[config.mk]
export PLATFORM = sky130hd
export DESIGN_NAME = median_window_ctrl
export DESIGN_NICKNAME = d
export VERILOG_FILES = /design/src/rtl/median_window_ctrl.sv
export SDC_FILE = /design/constraint.sdc
export NUM_CORES = 1
export LEC_CHECK = 0
export ABC_AREA = 1
export BUFFER_PORTS_ARGS = -buffer_cell sky130_fd_sc_hd__buf_2
export CAP_MARGIN = 30
export CORE_ASPECT_RATIO = 0.8
export CORE_MARGIN = 2
export CORE_UTILIZATION = 30
export CTS_CLUSTER_DIAMETER = 100
export DETAILED_ROUTE_END_ITERATION = 12
export SLEW_MARGIN = 20
export SYNTH_ARGS = -nofsm -noshare
export SYNTH_HDL_FRONTEND = slang
export SYNTH_SLANG_ARGS = --single-unit
[constraint.sdc]
create_clock -name clk -period 1.95 [get_ports clk]
set_clock_uncertainty 0.05 [all_clocks]
set_input_delay 0.195 -clock clk [delete_from_list [all_inputs] [get_ports clk]]
set_output_delay 0.195 -clock clk [all_outputs]
set_load 0.005 [all_outputs]
[src/rtl/median_window_ctrl.sv]
`timescale 1ns/1ps
// Purpose : sequences the 2x-downscaled 3x3 median datapath from VGA hcount/vcount:
//           line-buffer writes, row rotation, window issue, border mask, aligned result valid/coords.
// Latency : rd_col/win_mask/rotate 1 clk after the timing inputs; wr_en/wr_addr 2 clk;
//           out_valid/out_x/out_y LATENCY clk after the window issue.
// Backpressure: none; free-running from the timing counters, no stall input.
//
// Ports: clk, rst (async active-low); hcount/vcount (11b VGA counters); enable (sampled at SOF);
//        wr_en/wr_addr (line_buffer_2 write); rotate (buffer shift pulse); rd_col/win_mask (window);
//        out_valid/out_x/out_y (median result); busy/state/frame_done (status).
// Build option: define MEDIAN_CTRL_STATS_EN to add saturating frame_cnt (16b) and abort_cnt (8b).
module median_window_ctrl #(
    parameter int WIDTH   = 400,
    parameter int HEIGHT  = 300,
    parameter int LATENCY = 3
) (
    input  logic        clk,
    input  logic        rst,
    input  logic [10:0] hcount,
    input  logic [10:0] vcount,
    input  logic        enable,
    output logic        wr_en,
    output logic [8:0]  wr_addr,
    output logic        rotate,
    output logic [8:0]  rd_col,
    output logic [8:0]  win_mask,
    output logic        out_valid,
    output logic [8:0]  out_x,
    output logic [8:0]  out_y,
    output logic        busy,
    output logic [1:0]  state,
    output logic        frame_done
`ifdef MEDIAN_CTRL_STATS_EN
    ,
    output logic [15:0] frame_cnt,
    output logic [7:0]  abort_cnt
`endif
);

    typedef enum logic [1:0] {IDLE = 2'd0, PRIME = 2'd1, RUN = 2'd2, FLUSH = 2'd3} state_t;

    localparam logic [9:0] W_C = 10'(WIDTH);
    localparam logic [9:0] H_C = 10'(HEIGHT);

    state_t     cur, nxt;
    logic [9:0] col, row;
    logic       sof, row_start, wr_slot, iss_slot;
    logic       abort, done, wr_now, rot_now, iss_now;
    logic [8:0] mask_now;

    assign col       = hcount[10:1];
    assign row       = vcount[10:1];
    assign sof       = (hcount == 11'd0) && (vcount == 11'd0);
    assign row_start = (hcount == 11'd0) && !vcount[0];
    assign wr_slot   = !hcount[0] && !vcount[0];
    assign iss_slot  = hcount[0] && !vcount[0];

    always_comb begin
        nxt   = cur;
        abort = 1'b0;
        case (cur)
            IDLE:  if (sof && enable) nxt = PRIME;
            PRIME: begin
                if (sof) begin
                    nxt   = enable ? PRIME : IDLE;
                    abort = 1'b1;
                end else if (row_start && row == 10'd1) begin
                    nxt = RUN;
                end
            end
            RUN: begin
                if (sof) begin
                    nxt   = enable ? PRIME : IDLE;
                    abort = 1'b1;
                end else if (row_start && row == H_C) begin
                    nxt = FLUSH;
                end
            end
            FLUSH: begin
                // Leaving the flush row either wraps straight into the next frame
                // or, if blanking lines follow, drops to IDLE.
                if (sof)              nxt = enable ? PRIME : IDLE;
                else if (row != H_C)  nxt = IDLE;
            end
            default: nxt = IDLE;
        endcase
    end

    // Slot decisions use the next state so the SOF cycle itself writes column 0.
    assign done    = (cur == FLUSH) && (nxt != FLUSH);
    assign wr_now  = wr_slot && (nxt == PRIME || nxt == RUN) && (col < W_C) && (row < H_C);
    assign rot_now = row_start && (row >= 10'd1) && (nxt != IDLE);
    assign iss_now = iss_slot && (nxt == RUN || nxt == FLUSH) && (col >= 10'd1) && (col <= W_C);

    // Taps row-major, bit 0 = top-left. Columns: bits {0,3,6} left, {2,5,8} right.
    always_comb begin
        mask_now = 9'h1FF;
        if (col < 10'd2) mask_now = mask_now & ~9'b001_001_001;
        if (col == W_C)  mask_now = mask_now & ~9'b100_100_100;
        if (row < 10'd2) mask_now = mask_now & ~9'b000_000_111;
        if (row == H_C)  mask_now = mask_now & ~9'b111_000_000;
    end

    logic               wr_s1;
    logic [8:0]         addr_s1;
    logic               issue_r;
    logic [8:0]         cx_r, cy_r;
    logic [LATENCY-1:0] pv;
    logic [8:0]         px [LATENCY];
    logic [8:0]         py [LATENCY];

    always_ff @(posedge clk or negedge rst) begin
        if (!rst) begin
            cur        <= IDLE;
            frame_done <= 1'b0;
            rotate     <= 1'b0;
            wr_s1      <= 1'b0;
            addr_s1    <= '0;
            wr_en      <= 1'b0;
            wr_addr    <= '0;
            rd_col     <= '0;
            win_mask   <= '0;
            cx_r       <= '0;
            cy_r       <= '0;
            issue_r    <= 1'b0;
            pv         <= '0;
            for (int i = 0; i < LATENCY; i++) begin
                px[i] <= '0;
                py[i] <= '0;
            end
        end else begin
            cur        <= nxt;
            frame_done <= done;
            rotate     <= rot_now;
            // The write trails rotate by a cycle so the buffer shift settles
            // before column 0 of the new row lands in line_buffer_2.
            wr_s1      <= wr_now;
            addr_s1    <= col[8:0];
            wr_en      <= wr_s1;
            wr_addr    <= addr_s1;
            issue_r    <= iss_now;
            if (iss_now) begin
                rd_col   <= col[8:0];
                win_mask <= mask_now;
                cx_r     <= col[8:0] - 9'd1;
                cy_r     <= row[8:0] - 9'd1;
            end
            // Coordinates only advance behind a valid, so the last stage holds
            // the most recent result between issues.
            pv[0] <= issue_r;
            if (issue_r) begin
                px[0] <= cx_r;
                py[0] <= cy_r;
            end
            for (int i = 1; i < LATENCY; i++) begin
                pv[i] <= pv[i-1];
                if (pv[i-1]) begin
                    px[i] <= px[i-1];
                    py[i] <= py[i-1];
                end
            end
        end
    end

    assign out_valid = pv[LATENCY-1];
    assign out_x     = px[LATENCY-1];
    assign out_y     = py[LATENCY-1];
    assign busy      = (cur != IDLE);
    assign state     = cur;

`ifdef MEDIAN_CTRL_STATS_EN
    always_ff @(posedge clk or negedge rst) begin
        if (!rst) begin
            frame_cnt <= '0;
            abort_cnt <= '0;
        end else begin
            if (done && frame_cnt != 16'hFFFF) frame_cnt <= frame_cnt + 16'd1;
            if (abort && abort_cnt != 8'hFF)   abort_cnt <= abort_cnt + 8'd1;
        end
    end
`endif

endmodule
; ---- After elaboration in Yosys (flattened, before gate mapping)
; Index checks and enable logic that the tools add are counted.
[word_totals]
ff_bits = 118
output_inout_bits = 52
input_bits = 25
word_cells = 77
[op_classes]
add_sub_neg = 2
reduce_logical = 25
magnitude_cmp = 7
n_eq_ne = 11
mux = 13
[op_table]
columns = op, count
row1 = zero test 11 bit, 2
row2 = "== test 10 x 9 -> 1 bit, second input constant", 2
row3 = "greater-or-equal comparator 10 x 1 -> 1 bit, second input constant", 2
row4 = "< comparator 10 x 2 -> 1 bit, second input constant", 2
row5 = "< comparator 10 x 9 -> 1 bit, second input constant", 2
row6 = 2-to-1 mux 9 bit, 2
row7 = "subtractor 9 x 1 -> 9 bit, second input constant", 2
row8 = logical AND 1 bit, 16
row9 = 2-to-1 mux 2 bit, 7
row10 = "== test 10 x 1 -> 1 bit, second input constant", 1
row11 = "<= comparator 10 x 9 -> 1 bit, second input constant", 1
row12 = "!= test 10 x 9 -> 1 bit, second input constant", 1
row13 = "== test 2 bit, second input constant", 4
row14 = case mux 2 bit (4 select lines), 1
row15 = 2-to-1 mux 7 bit, 1
row16 = "== test 2 x 1 -> 1 bit, second input constant", 2
row17 = nonzero test 2 bit, 2
row18 = 2-to-1 mux 3 bit, 1
row19 = zero test 1 bit, 2
row20 = zero test 2 bit, 1
row21 = logical OR 1 bit, 2
row22 = "!= test 2 bit, second input constant", 1
row23 = 2-to-1 mux 1 bit, 1

; ---- Logic depth before layout (Yosys ltp)
; Gate-level depths: netlist of the first run.
[depth]
ltp_word = 11
depth_mapped = 13
depth_no_buf = 12

; ---- Least setup slack after synthesis of the first run
; No wires, ideal clock.
[synth_timing]
path_kind = input -> register
from = input vcount[2]
to = register wr_s1
t_required_ns = 1.814
stages = 11
path_buffers = 1
slack_ns = 0.101
setup_time_ns = 0.086
t_arrival_ns = 1.713
path_cell_list = inv_1 ha_1 nand3_1 nor2_1 nor2_1 nor2_4 buf_2 nand2_1 ha_1 nand3_1 nor3_1
[synth_between]
elab_chain_cells = 10
elab_cells_between_ends = 23
classes_between = 1 x order compare / 5 x eq/ne / 8 x mux / 9 x reduce/logical
[synth_rtl]
columns = item, line_no
row1 = from (decl), 20  ; input logic [10:0] vcount,
row2 = == test 10 x 9 -> 1 bit (tied with other cells), 75  ; end else if (row_start && row == H_C) begin
row3 = logical AND 1 bit (on tied branches), "75, 53, 67"
row4 = 2-to-1 mux 2 bit (tied with other cells), 75
row5 = 2-to-1 mux 2 bit (on tied branches), "72, 62, 64"
row6 = case mux 2 bit (4 select lines), 61  ; case (cur)
row7 = == test 2 x 1 -> 1 bit / == test 2 bit (equally long branches), 91  ; assign wr_now = wr_slot && (nxt == PRIME || nxt == RUN) && (col < W_C) && (row < H_C);
row8 = logical OR 1 bit, 91
row9 = logical AND 1 bit (2 in series), 91
row10 = logical AND 1 bit (*), 91
row11 = via wr_now, 48  ; logic abort, done, wr_now, rot_now, iss_now;
row12 = to (signal assigned), 137  ; wr_s1 <= wr_now;
row13 = to (decl), 104  ; logic wr_s1;
; Mark *: on every way through the listed nets, which the timed path passes. The rest lies on a longest branch.
; A chain may end at the register's enable or synchronous reset.

; ---- Final worst setup path of the first run
[layout_timing]
from = input hcount[8]
to = register rd_col[0]
[layout_between]
elab_chain_cells = 11
elab_cells_between_ends = 21
classes_between = 2 x order compare / 2 x eq/ne / 7 x mux / 10 x reduce/logical
[layout_rtl]
columns = item, line_no
row1 = from (decl), 19  ; input logic [10:0] hcount,
row2 = zero test 11 bit, "53, 54"
row3 = logical AND 1 bit, 54  ; assign row_start = (hcount == 11'd0) && !vcount[0];
row4 = logical AND 1 bit (on tied branches), "75, 67"
row5 = 2-to-1 mux 2 bit (on tied branches), "75, 67"
row6 = 2-to-1 mux 2 bit (on tied branches), "72, 64"
row7 = case mux 2 bit (4 select lines), 61
row8 = == test 2 bit, 93  ; assign iss_now = iss_slot && (nxt == RUN || nxt == FLUSH) && (col >= 10'd1) && (col <= W_C);
row9 = logical OR 1 bit, 93
row10 = logical AND 1 bit (2 in series), 93
row11 = logical AND 1 bit (*), 93
row12 = to (signal assigned), 143  ; rd_col <= col[8:0];
row13 = to (decl), 25  ; output logic [8:0] rd_col,
; Mark *: on every way between the ends. The rest lies on a longest branch, timed or not.

==> impl_results.md, run 1 <==
- Status: complete, no violations
- Critical Path Sink Type: flop
- Yosys reg bits: around 120
- Register area share after synthesis: 0.5885
- Min cycle time layout: 1.753 ns
- Sw Ratio: 0.2031
- Worst skew pair latency: approximately 0.41 ns
- Crit. path cell count: 14
- CTS clk-pin slew, worst paths: 0.05 ns
- R2R depth: 8
- Worst setup margin: roughly 0.20 ns
- IO Port Bufs: 76
- Total CTS buffers: 17
- Rel. slew slack: 0.6771
- Area growth, synth to finish: 26.21%
- Sw Pwr: ~1.2 mW
- Gate power share: 0.039
- Max_cap viols: 0
- RSZ-0062 raised after global routing: false
- Mean routed wirelength per cell: ~14 um
- TNS Setup: 0 ns
- Crit path max fanout: 37
- Slowest-stage cell, CP: dlygate4sd3_1
- Pin count of the biggest net entering global routing: 38
- Slowest cell delay on critical path: between 0.5 and 0.6 ns
- Layout cells sized above 1: 0.2541
- Worst Path Arrival: 2.00 ns
- Post-DP HPWL: slightly above 8000 um
- Total Wirelength: approximately 11,000 um
- CTS tree: done
- Yosys Warn Count: 0
- Die height: between 100 and 150 um
- Clock sinks: 118
- Cells after DPL: roughly 790
- Worst hold path class: in2reg
- Worst Tran Pin Value: between 0.4 and 0.5 ns
- Mapped Cells: 510
- DR DRC count: 0
- Multi-input gate area: 1640 um^2
- CP top delay family: buffers and inverters
- Worst VDD drop: approximately 0.45 mV
- R2R setup slack: about 0.33 ns
- GPL Wtd Cong: about 0.84
- Design Power: ~5.9 mW
- Critical path data required time: around 2.2 ns
- Dpl ws: -0.07581 ns
- Finished Core Util: 0.3850
- Core Footprint: ~16,000 um^2
- Io pins: 77
- Pleak: 3.323 nW
- Total GRT Usage: 0.1398
- Die area: 17,780 um^2
- Final setup viols: 0
- Remaining Overflow, GRT: 0
- Register area: ~3000 um^2
- Crit path cell chain: buf_2 > dlygate4sd3_1 > buf_4 > nand2_1 > inv_1 > nand2_1 > nand2_1 > nand2_1 > nand2_1 > nor2_4 > nand3_4 > buf_12 > nand2_1 > nand2_1
- Antenna Violating Nets Remaining: 0
- Commonest non-fill, non-tap cell in the layout: nand2_1
- Commonest cells after routing, fill and taps aside: nand2_1 (124), dfrtp_1 (118), buf_2 (75)
- CTS H-Tree Depth: 4
- First-pass GRT wire length: a little under 20,000 um
- Most frequent cell on the critical path: nand2_1
- Iteration-0 DRC Markers: 229
- FP Rows: 42
- Via count: 3,741
- Vias/cell: approximately 4.5
- Die X-Extent: 148.6 um
- Number of global-route vias before repair: just under 4,000
- Mean Syn Cell Area: 9.838 um^2
- Initial antenna violation count: 0
- Internal power: between 4 and 5 mW
- Power per cell area: 937.4 nW/um^2
- Initial core utilization: 0.3050
- CP Class: in2reg
- Final worst path period share: 0.8990
- Clock power frac: 0.544
- Crit path launch type: primary input
- Root buf cell: clkbuf_16
- # diodes: 0
- Critical path buffers and inverters: 5
- Yosys cell types: 27
- Fmax: roughly 570 MHz
- Syn nets: roughly 540
- Filler cells: 1,629
- Seq pwr share: 0.417
- Hold Vio Cnt, Final: 0
- Non-Filler Instances: between 800 and 900
- Nets: between 600 and 700
- Area of the mapped netlist: approximately 5000 um^2
- First drt pass iteration count: 4
- Clock Path Buffers: 2
- Pins Over Slew Limit: 0
- WHS Path Cells: 3
## worst min-delay path, stage by stage
cell	delay, ns
buf_2	0.09
nand3_1	0.07
nand3_1	0.10
## metrics by stage
step	hold WS (ns)	area, um^2
after floorplan	-0.1506	5017
after global placement	0.1435	5617
after detailed placement	0.1423	5617
after CTS	0.02034	6329
after global routing	0.02384	6332
final	0.03944	6332
## state kept, by name (all words and copies together) (netlist names)
signal / count
px: 18
py: 18
addr_s1: 9
cx_r: 9
cy_r: 9
out_x: 9
out_y: 9
rd_col: 9
win_mask: 9
wr_addr: 9
pv: 3
state: 2
frame_done: 1
issue_r: 1
rotate: 1
wr_en: 1
wr_s1: 1
## power groups by stage
| stage | combinational (mW) | sequential (mW) | clock, mW |
|---|---|---|---|
| floorplan | 0.0689 | 2.52 | 0 |
| global placement | 0.216 | 2.52 | 0 |
| detailed placement | 0.220 | 2.52 | 0 |
| CTS | 0.235 | 2.47 | 3.30 |
| global route | 0.264 | 2.48 | 3.42 |
| finish | 0.231 | 2.48 | 3.23 |
## cell usage after synthesis, drive strengths merged
cell / number / share of area
clkbuf: 10 / 0.0075
o21a: 2 / 0.0030
ha: 7 / 0.017
nand2: 125 / 0.095
nand3: 15 / 0.017
o21ai: 18 / 0.018
nor3: 6 / 0.0060
a21oi: 18 / 0.018
o31ai: 1 / 0.0015
buf: 30 / 0.043
xnor2: 2 / 0.0035
inv: 46 / 0.034
nor2: 42 / 0.036
and3: 1 / 0.0012
or2: 1 / 0.0012
mux2: 18 / 0.040
nand4: 38 / 0.047
xor2: 11 / 0.019
dfrtp: 118 / 0.59
a31oi: 1 / 0.0012
## cell families after synthesis
family | Yosys count | synth area share
flip-flops | 118 | 0.5885
multiplexers | 18 | 0.04040
XOR/XNOR | 13 | 0.02269
AND/OR/NAND/NOR | 228 | 0.2047
AO/OA/AOI/OAI | 40 | 0.04165
adder cells (fa/ha/maj) | 7 | 0.01746
buffers and inverters | 86 | 0.08454
## layout make-up
cell class,count,share of cell area
clock inverters,7,0.01838
multi-input cells,306,0.2590
clock buffers,25,0.07983
repair buffers,104,0.1057
inverters,46,0.02727
well taps,220,0.04347
flip-flops and latches,118,0.4663
## layer usage
layer / vias to the layer above / track usage / share of wire
met5: - / 0 / 0
met4: 0 / 0.05000 / 0.012
met3: 9 / 0.04639 / 0.061
met2: 95 / 0.2063 / 0.44
met1: 1833 / 0.1925 / 0.49
li1: 1804 / - / -
## repair_timing
item,4_1_cts,5_1_grt
buffers inserted,0,0
hold buffers,9,0
endpoints found under the setup margin,0,18
endpoints found under the hold margin,40,0
gates resized for setup,0,1
## final timing paths
| kind | startpoint | end |
|---|---|---|
| min in group asynchronous | rst | wr_addr[3] |
| setup / recovery | hcount[8] | rd_col[0] |
| max in group asynchronous | rst | out_y[0] |
| setup reg to reg | state[1] | wr_s1 |
| hold / removal | enable | state[0] |
| hold reg to reg | addr_s1[8] | wr_addr[8] |
(Power assumes the default switching activity.)
==> inputs of run 2 (changes only) <==
ABC_AREA = default   (was 1)
==> run 2 against run 1 <==
Effect of this change:
- area after synthesis down 3.8%
- sequential cell count did not move
- wire length is 12% lower
- power is 4.1% higher
- non-clock buffer count is 31 higher
- register-to-register slack got worse by 0.23 ns
- combinational power is 9.5% higher
- critical path type is now reg2reg
- largest power group unchanged
- highest routed layer unchanged
==> impl_results.md, run 2 <==
- Status: complete, no violations
- Compound-gate portion of the synthesized area: 0.01582 (-0.02583)
- Crit path cell chain: nor2b_2 > nand4_1 > o2bb2ai_2 > o2111a_2 > buf_12 > mux2_1
- IO Port Bufs: 76 (unchanged)
- Initial antenna violation count: 0 (unchanged)
- FP Rows: 41 (-2.4%)
- Area of the mapped netlist: 4826 um^2 (-3.8%)
- Number of synthesized flops with an enable pin: 0 (unchanged)
- Synth Flop Type: dfrtp_1
- Mean Syn Cell Area: 14.28 um^2 (+45%)
- Fraction of registers with async set/reset: 1.000 (unchanged)
- Sw Ratio: 0.2065 (+0.003420)
- Via count: 2,997 (-20%)
- CP top delay family: compound AO/OA/AOI/OAI gates
- Yosys cell types: 39 (+44%)
- Total Wirelength: 9891 um (-12%)
- Remaining Overflow, GRT: 0 (unchanged)
- Pins Over Slew Limit: 0 (unchanged)
- Gate power share: 0.041 (+0.002)
- DR DRC count: 0 (unchanged)
- Slowest-stage cell, CP: dfrtp_1
- Die height: 117.4 um (-1.9%)
- Main area contributors after synthesis: dfrtp_1 (61%), mux2_2 (10%), mux2_1 (9.1%)
- Rel. slew slack: 0.6623 (-0.01476)
- Area growth, synth to finish: 33.83%
- Worst VDD drop: 0.6477 mV (+44%)
- Largest family of logic cells by synthesized area: multiplexers
- Iteration-0 DRC Markers: 154 (-33%)
- Placed Area: 5699 um^2 (+1.5%)
- Final worst path period share: 0.9474 (+0.04834)
- Max_cap viols: 0 (unchanged)
- Pleak: 3.347 nW (+0.72%)
- Critical path buffers and inverters: 1 (-4)
- Min cycle time layout: 1.847 ns (+0.09426 ns)
- Worst Path Arrival: 2.09 ns (+0.09 ns)
- Core Footprint: 15,750 um^2 (-4.3%)
- Power per cell area: 956.5 nW/um^2 (+2.0%)
- Mean routed wirelength per cell: 14.29 um (+4.5%)
- Post-synthesis xor/xnor area fraction: 0.02359 (+0.0009002)
- Final instance area: 6459 um^2 (+2.0%)
- Vias/cell: 4.331 (-4.4%)
- Worst Tran Pin Value: 0.5066 ns (+0.02215 ns)
- Proportion of synthesized area in mux cells: 0.2061 (+0.1657)
- Yosys reg bits: 118 (unchanged)
- Non-Filler Instances: 692 (-16%)
- Antenna Violating Nets Remaining: 0 (unchanged)
- Syn nets: 370 (-32%)
- Layout cells sized above 1: 0.4423 (+0.1882)
- Clock sinks: 118 (unchanged)
- Hold Vio Cnt, Final: 0 (unchanged)
- Pin count of the biggest net entering global routing: 48 (+26%)
- Final setup viols: 0 (unchanged)
- TNS Setup: 0 ns (unchanged)
- Commonest cells after routing, fill and taps aside: dfrtp_1 (118), buf_2 (75), buf_4 (49)
- Total CTS buffers: 17 (unchanged)
- Mapped Cells: 338 (-34%)
- Internal power: 4.902 mW (+3.6%)
- CTS H-Tree Depth: 4 (unchanged)
- Seq pwr share: 0.400 (-0.017)
- # diodes: 0 (unchanged)
- Most numerous cell in the Yosys netlist: dfrtp_1
- Die X-Extent: 145.8 um (-1.9%)
- Cell taking the most area after synthesis: dfrtp_1
- CP Class: reg2reg
- Total GRT Usage: 0.1256 (-0.01428)
- Sw Pwr: 1.276 mW (+5.8%)
- Post-CTS setup buffers: 0 (unchanged)
- Finished Core Util: 0.4101 (+0.02512)
- First-pass GRT wire length: 16,760 um (-14%)
- Root buf cell: clkbuf_16
- Cells after DPL: 652 (-17%)
- CTS tree: done
- First drt pass iteration count: 4 (unchanged)
- Post-Synth Adder-Cell Area: 0.01815 (+0.0006925)
- Initial core utilization: 0.3064 (+0.001391)
- Slowest cell delay on critical path: 0.39 ns (-0.16 ns)
- Design Power: 6.178 mW (+4.1%)
- Worst skew pair latency: 0.41 ns (about the same)
- Worst hold path class: in2reg
- Die area: 17,120 um^2 (-3.7%)
- Number of global-route vias before repair: 3,177 (-19%)
- Yosys Warn Count: 0 (unchanged)
- Crit path launch type: flop
- Post-synth top cells: dfrtp_1 (118), mux2_2 (44), mux2_1 (39)
- Fmax: 541.3 MHz (-5.1%)
- Nets: 496 (-21%)
- Commonest non-fill, non-tap cell in the layout: dfrtp_1
- Critical Path Sink Type: flop
- Critical path data required time: 2.19 ns (about the same)
- RSZ-0062 raised after global routing: false
- Post-synthesis simple-gate area fraction: 0.07234 (-0.1324)
- Clock Path Buffers: 2 (unchanged)
- Clock power frac: 0.559 (+0.015)
- Io pins: 77 (unchanged)
- CTS clk-pin slew, worst paths: 0.06 ns (about the same)
- Crit path max fanout: 22 (-41%)
- Post-DP HPWL: 7214 um (-11%)
- Register area share after synthesis: 0.6119 (+0.02335)
- Top Registers: px (18), py (18)
- GPL Wtd Cong: 0.8418 (-0.20%)
- Top-area cell type share of the netlist area: 0.6119 (+0.02335)
## run 2: power by group through the flow
stage | logic (mW) | registers, mW | clock network (mW)
2_1_floorplan | 0.0481 | 2.52 | 0
3_3_place_gp | 0.241 | 2.52 | 0
3_5_place_dp | 0.245 | 2.52 | 0
4_1_cts | 0.257 | 2.47 | 3.54
5_1_grt | 0.285 | 2.47 | 3.68
6_report | 0.253 | 2.47 | 3.45
## run 2: cells by family after synthesis
logic type               Yosys count
multiplexers                      89
flip-flops                       118
AO/OA/AOI/OAI                      9
buffers and inverters             40
AND/OR/NAND/NOR                   62
adder cells (fa/ha/maj)            7
XOR/XNOR                          13
## run 2: stage by stage
step	setup WS, ns	hold slack, ns
final	0.1026	0.02412
after global routing	0.003632	0.006099
after global placement	-0.2372	0.1560
after floorplan	0.001884	-0.1506
after CTS	0.01739	0.00001543
after detailed placement	-0.3670	0.1564
## run 2: path summary, 6_finish.rpt
kind,start,slack (ns),end,depth (start not counted)
setup / recovery,state[1],0.10,cy_r[4],6
hold / removal,hcount[6],0.02,addr_s1[5],2
setup reg to reg,state[1],0.10,cy_r[4],6
hold reg to reg,addr_s1[7],0.29,wr_addr[7],0
max in group asynchronous,rst,0.99,wr_addr[8],3
min in group asynchronous,rst,0.25,wr_addr[7],2
## run 2: worst register-to-register path: cells and delay by family, from the launching register on
kind / cells / cell delay (ns)
AOI/OAI and AO/OA: 2 / 0.49
buffers and inverters: 1 / 0.18
DFF: 1 / 0.39
muxes: 1 / 0.36
and+or+nand+nor: 2 / 0.26
## run 2: area by class of cell
type,instances,area (um^2)
fillers,1477,9290
flip-flops and latches,118,2953
multi-input cells,180,1647
repair buffers,135,883.3
clock buffers,19,442.9
well taps,215,269.0
clock inverters,13,219.0
inverters,12,45.04
## run 2: routing by layer
layer	wire length [um]	GRT usage
met1	4679	0.1670
met2	4593	0.1875
met3	479	0.04397
met4	139	0.05025
met5	0	0
## run 2: what timing repair did
item	in CTS	in global routing
setup endpoints to repair	0	34
hold endpoints to repair	43	0
gates resized for setup	0	3
hold buffers	8	0
==> inputs of run 3 (changes only) <==
PLACE_DENSITY = 0.56   (was default)
==> run 3 against run 2 <==
Effect of this change:
- combinational power rose by 2%
- cell area up 2.8%
- die area did not move
- clock-buffer cell count unchanged
- fmax decreased by 3.4%
- sequential share of layout area decreased by 1.3 points
- critical path type unchanged
- first-iteration DRC count fell by 14%
- global-route usage grew 0.20 points
- register-to-register slack worse by 0.07 ns
==> impl_results.md, run 3 (synthesis results as in run 2) <==
- CP top delay family: compound AO/OA/AOI/OAI gates
- CTS tree: done
- Crit path max fanout: 5 (-77%)
- Placed Area: 5722 um^2 (+0.40%)
- Commonest non-fill, non-tap cell in the layout: dfrtp_1
- Seq pwr share: 0.401 (about the same)
- Initial antenna violation count: 1 (+1)
- Design Power: 6.163 mW (-0.24%)
- First-pass GRT wire length: 16,860 um (+0.57%)
- GPL Wtd Cong: 0.7828 (-7.0%)
- Gate power share: 0.042 (about the same)
- First drt pass iteration count: 4 (unchanged)
- DR DRC count: 0 (unchanged)
- Total Wirelength: 10,550 um (+6.7%)
- RSZ-0062 raised after global routing: true
- Final instance area: 6643 um^2 (+2.8%)
- Core Footprint: 15,750 um^2 (unchanged)
- Worst VDD drop: 0.6053 mV (-6.6%)
- Initial core utilization: 0.3064 (unchanged)
- Number of global-route vias before repair: 3,190 (+0.41%)
- Pins Over Slew Limit: 0 (unchanged)
- Vias/cell: 4.297 (-0.78%)
- Die area: 17,120 um^2 (unchanged)
- Clock power frac: 0.557 (-0.002)
- Clock sinks: 118 (unchanged)
- Worst hold path class: in2reg
- Io pins: 77 (unchanged)
- Status: complete, no violations
- FP Rows: 41 (unchanged)
- Area growth, synth to finish: 37.65%
- CTS clk-pin slew, worst paths: 0.06 ns (about the same)
- Critical path data required time: 2.20 ns (about the same)
- Worst Tran Pin Value: 0.6587 ns (+0.1521 ns)
- Critical Path Sink Type: flop
- Crit path launch type: flop
- Remaining Overflow, GRT: 0 (unchanged)
- Max_cap viols: 0 (unchanged)
- Commonest cells after routing, fill and taps aside: dfrtp_1 (118), buf_2 (75), buf_4 (56)
- Rel. slew slack: 0.5609 (-0.1014)
- Post-DP HPWL: 7097 um (-1.6%)
- Final worst path period share: 0.9812 (+0.03379)
- Via count: 3,021 (+0.80%)
- Total GRT Usage: 0.1275 (+0.001959)
- Top Registers: px (18), py (18)
- Hold Vio Cnt, Final: 0 (unchanged)
- Antenna Violating Nets Remaining: 0 (unchanged)
- Fmax: 522.7 MHz (-3.4%)
- Critical path buffers and inverters: 2 (+1)
- Die X-Extent: 145.8 um (unchanged)
- Nets: 507 (+2.2%)
- Sw Pwr: 1.258 mW (-1.4%)
- Min cycle time layout: 1.913 ns (+0.06588 ns)
- IO Port Bufs: 76 (unchanged)
- Power per cell area: 927.9 nW/um^2 (-3.0%)
- Slowest-stage cell, CP: dfrtp_1
- Layout cells sized above 1: 0.4846 (+0.04225)
- Clock Path Buffers: 2 (unchanged)
- Crit path cell chain: nor2b_2 > nand4_1 > o2bb2ai_2 > o2111a_2 > buf_12 > buf_6 > mux2_1
- Mean routed wirelength per cell: 15.01 um (+5.0%)
- Sw Ratio: 0.2040 (-0.002503)
- Worst Path Arrival: 2.16 ns (+0.07 ns)
- CTS H-Tree Depth: 4 (unchanged)
- Pin count of the biggest net entering global routing: 119 (+150%)
- Root buf cell: clkbuf_16
- Iteration-0 DRC Markers: 133 (-14%)
- CP Class: reg2reg
- Internal power: 4.906 mW (about the same)
- Die height: 117.4 um (unchanged)
- Final setup viols: 0 (unchanged)
- Total CTS buffers: 17 (unchanged)
- Pleak: 3.398 nW (+1.5%)
- Worst skew pair latency: 0.42 ns (about the same)
- Slowest cell delay on critical path: 0.39 ns (about the same)
[run 3: cell count changes in the layout (fill, tap and decap cells not counted), moves of 2 or more]
cell        previous run  this run
clkinv_4               4         1
mux2_4                 0        11
mux2_1                39        28
inv_6                  3         0
clkbuf_16             17        19
clkinvlp_4             1         5
buf_4                 49        56
[run 3: area by class of cell]
| class | count | area (um^2) |
|---|---|---|
| Antenna cell | 1 | 2.502 |
| Sequential cell | 118 | 2953 |
| Fill cell | 1459 | 9106 |
| Clock inverter | 12 | 201.4 |
| Multi-Input combinational cell | 180 | 1702 |
| Timing Repair Buffer | 146 | 1017 |
| Clock buffer | 19 | 452.9 |
| Tap cell | 215 | 269.0 |
| Inverter | 12 | 45.04 |
[run 3: what timing repair did]
item / CTS / global route
hold buffers: 8 / 0
hold endpoints to repair: 125 / 0
setup buffers: 0 / 5
resized for setup: 0 / 17
setup endpoints to repair: 0 / 34
[run 3: final timing paths]
path,slack (ns),to,from,cells after the start
max,0.04,rd_col[7],state[1],7
min in group asynchronous,0.33,out_x[8],rst,3
min,0.02,addr_s1[0],hcount[1],2
max reg2reg,0.04,rd_col[7],state[1],7
min reg2reg,0.30,wr_addr[0],addr_s1[0],0
max in group asynchronous,0.99,rd_col[1],rst,3
[run 3: stage by stage]
step / worst slack (ns) / cells / hold WS (ns) / TNS [ns] / utilization
floorplan: 0.001884 / 338 / -0.1506 / 0 / -
global placement: -0.3152 / 655 / 0.2857 / -7.632 / 0.3633
detailed placement: -0.4064 / 655 / 0.2896 / -8.729 / 0.3633
CTS: 0.002885 / 694 / 0.002232 / 0 / 0.4099
global route: -0.06124 / 703 / 0.01815 / -0.9521 / 0.4218
finish: 0.03673 / 703 / 0.02493 / 0 / 0.4218
[run 3: layer usage]
layer / GRT usage / up-vias / wire length [um]
met4: 0.07047 / 0 / 219
met1: 0.1625 / 1495 / 5047
li1: - / 1446 / -
met2: 0.1854 / 67 / 4820
met3: 0.04981 / 13 / 462
met5: 0 / - / 0
[run 3: power groups by stage]
stage / sequential [mW] / combinational [mW] / clock (mW)
floorplan: 2.52 / 0.0481 / 0
global placement: 2.52 / 0.239 / 0
detailed placement: 2.52 / 0.243 / 0
CTS: 2.47 / 0.256 / 3.51
global route: 2.47 / 0.289 / 3.63
finish: 2.47 / 0.257 / 3.43
[run 3: worst register-to-register path: stages, from the launching register on]
cell       delay, ns
dfrtp_1         0.39
nor2b_2         0.14
nand4_1         0.12
o2bb2ai_2       0.21
o2111a_2        0.29
buf_12          0.14
buf_6           0.14
mux2_1          0.32
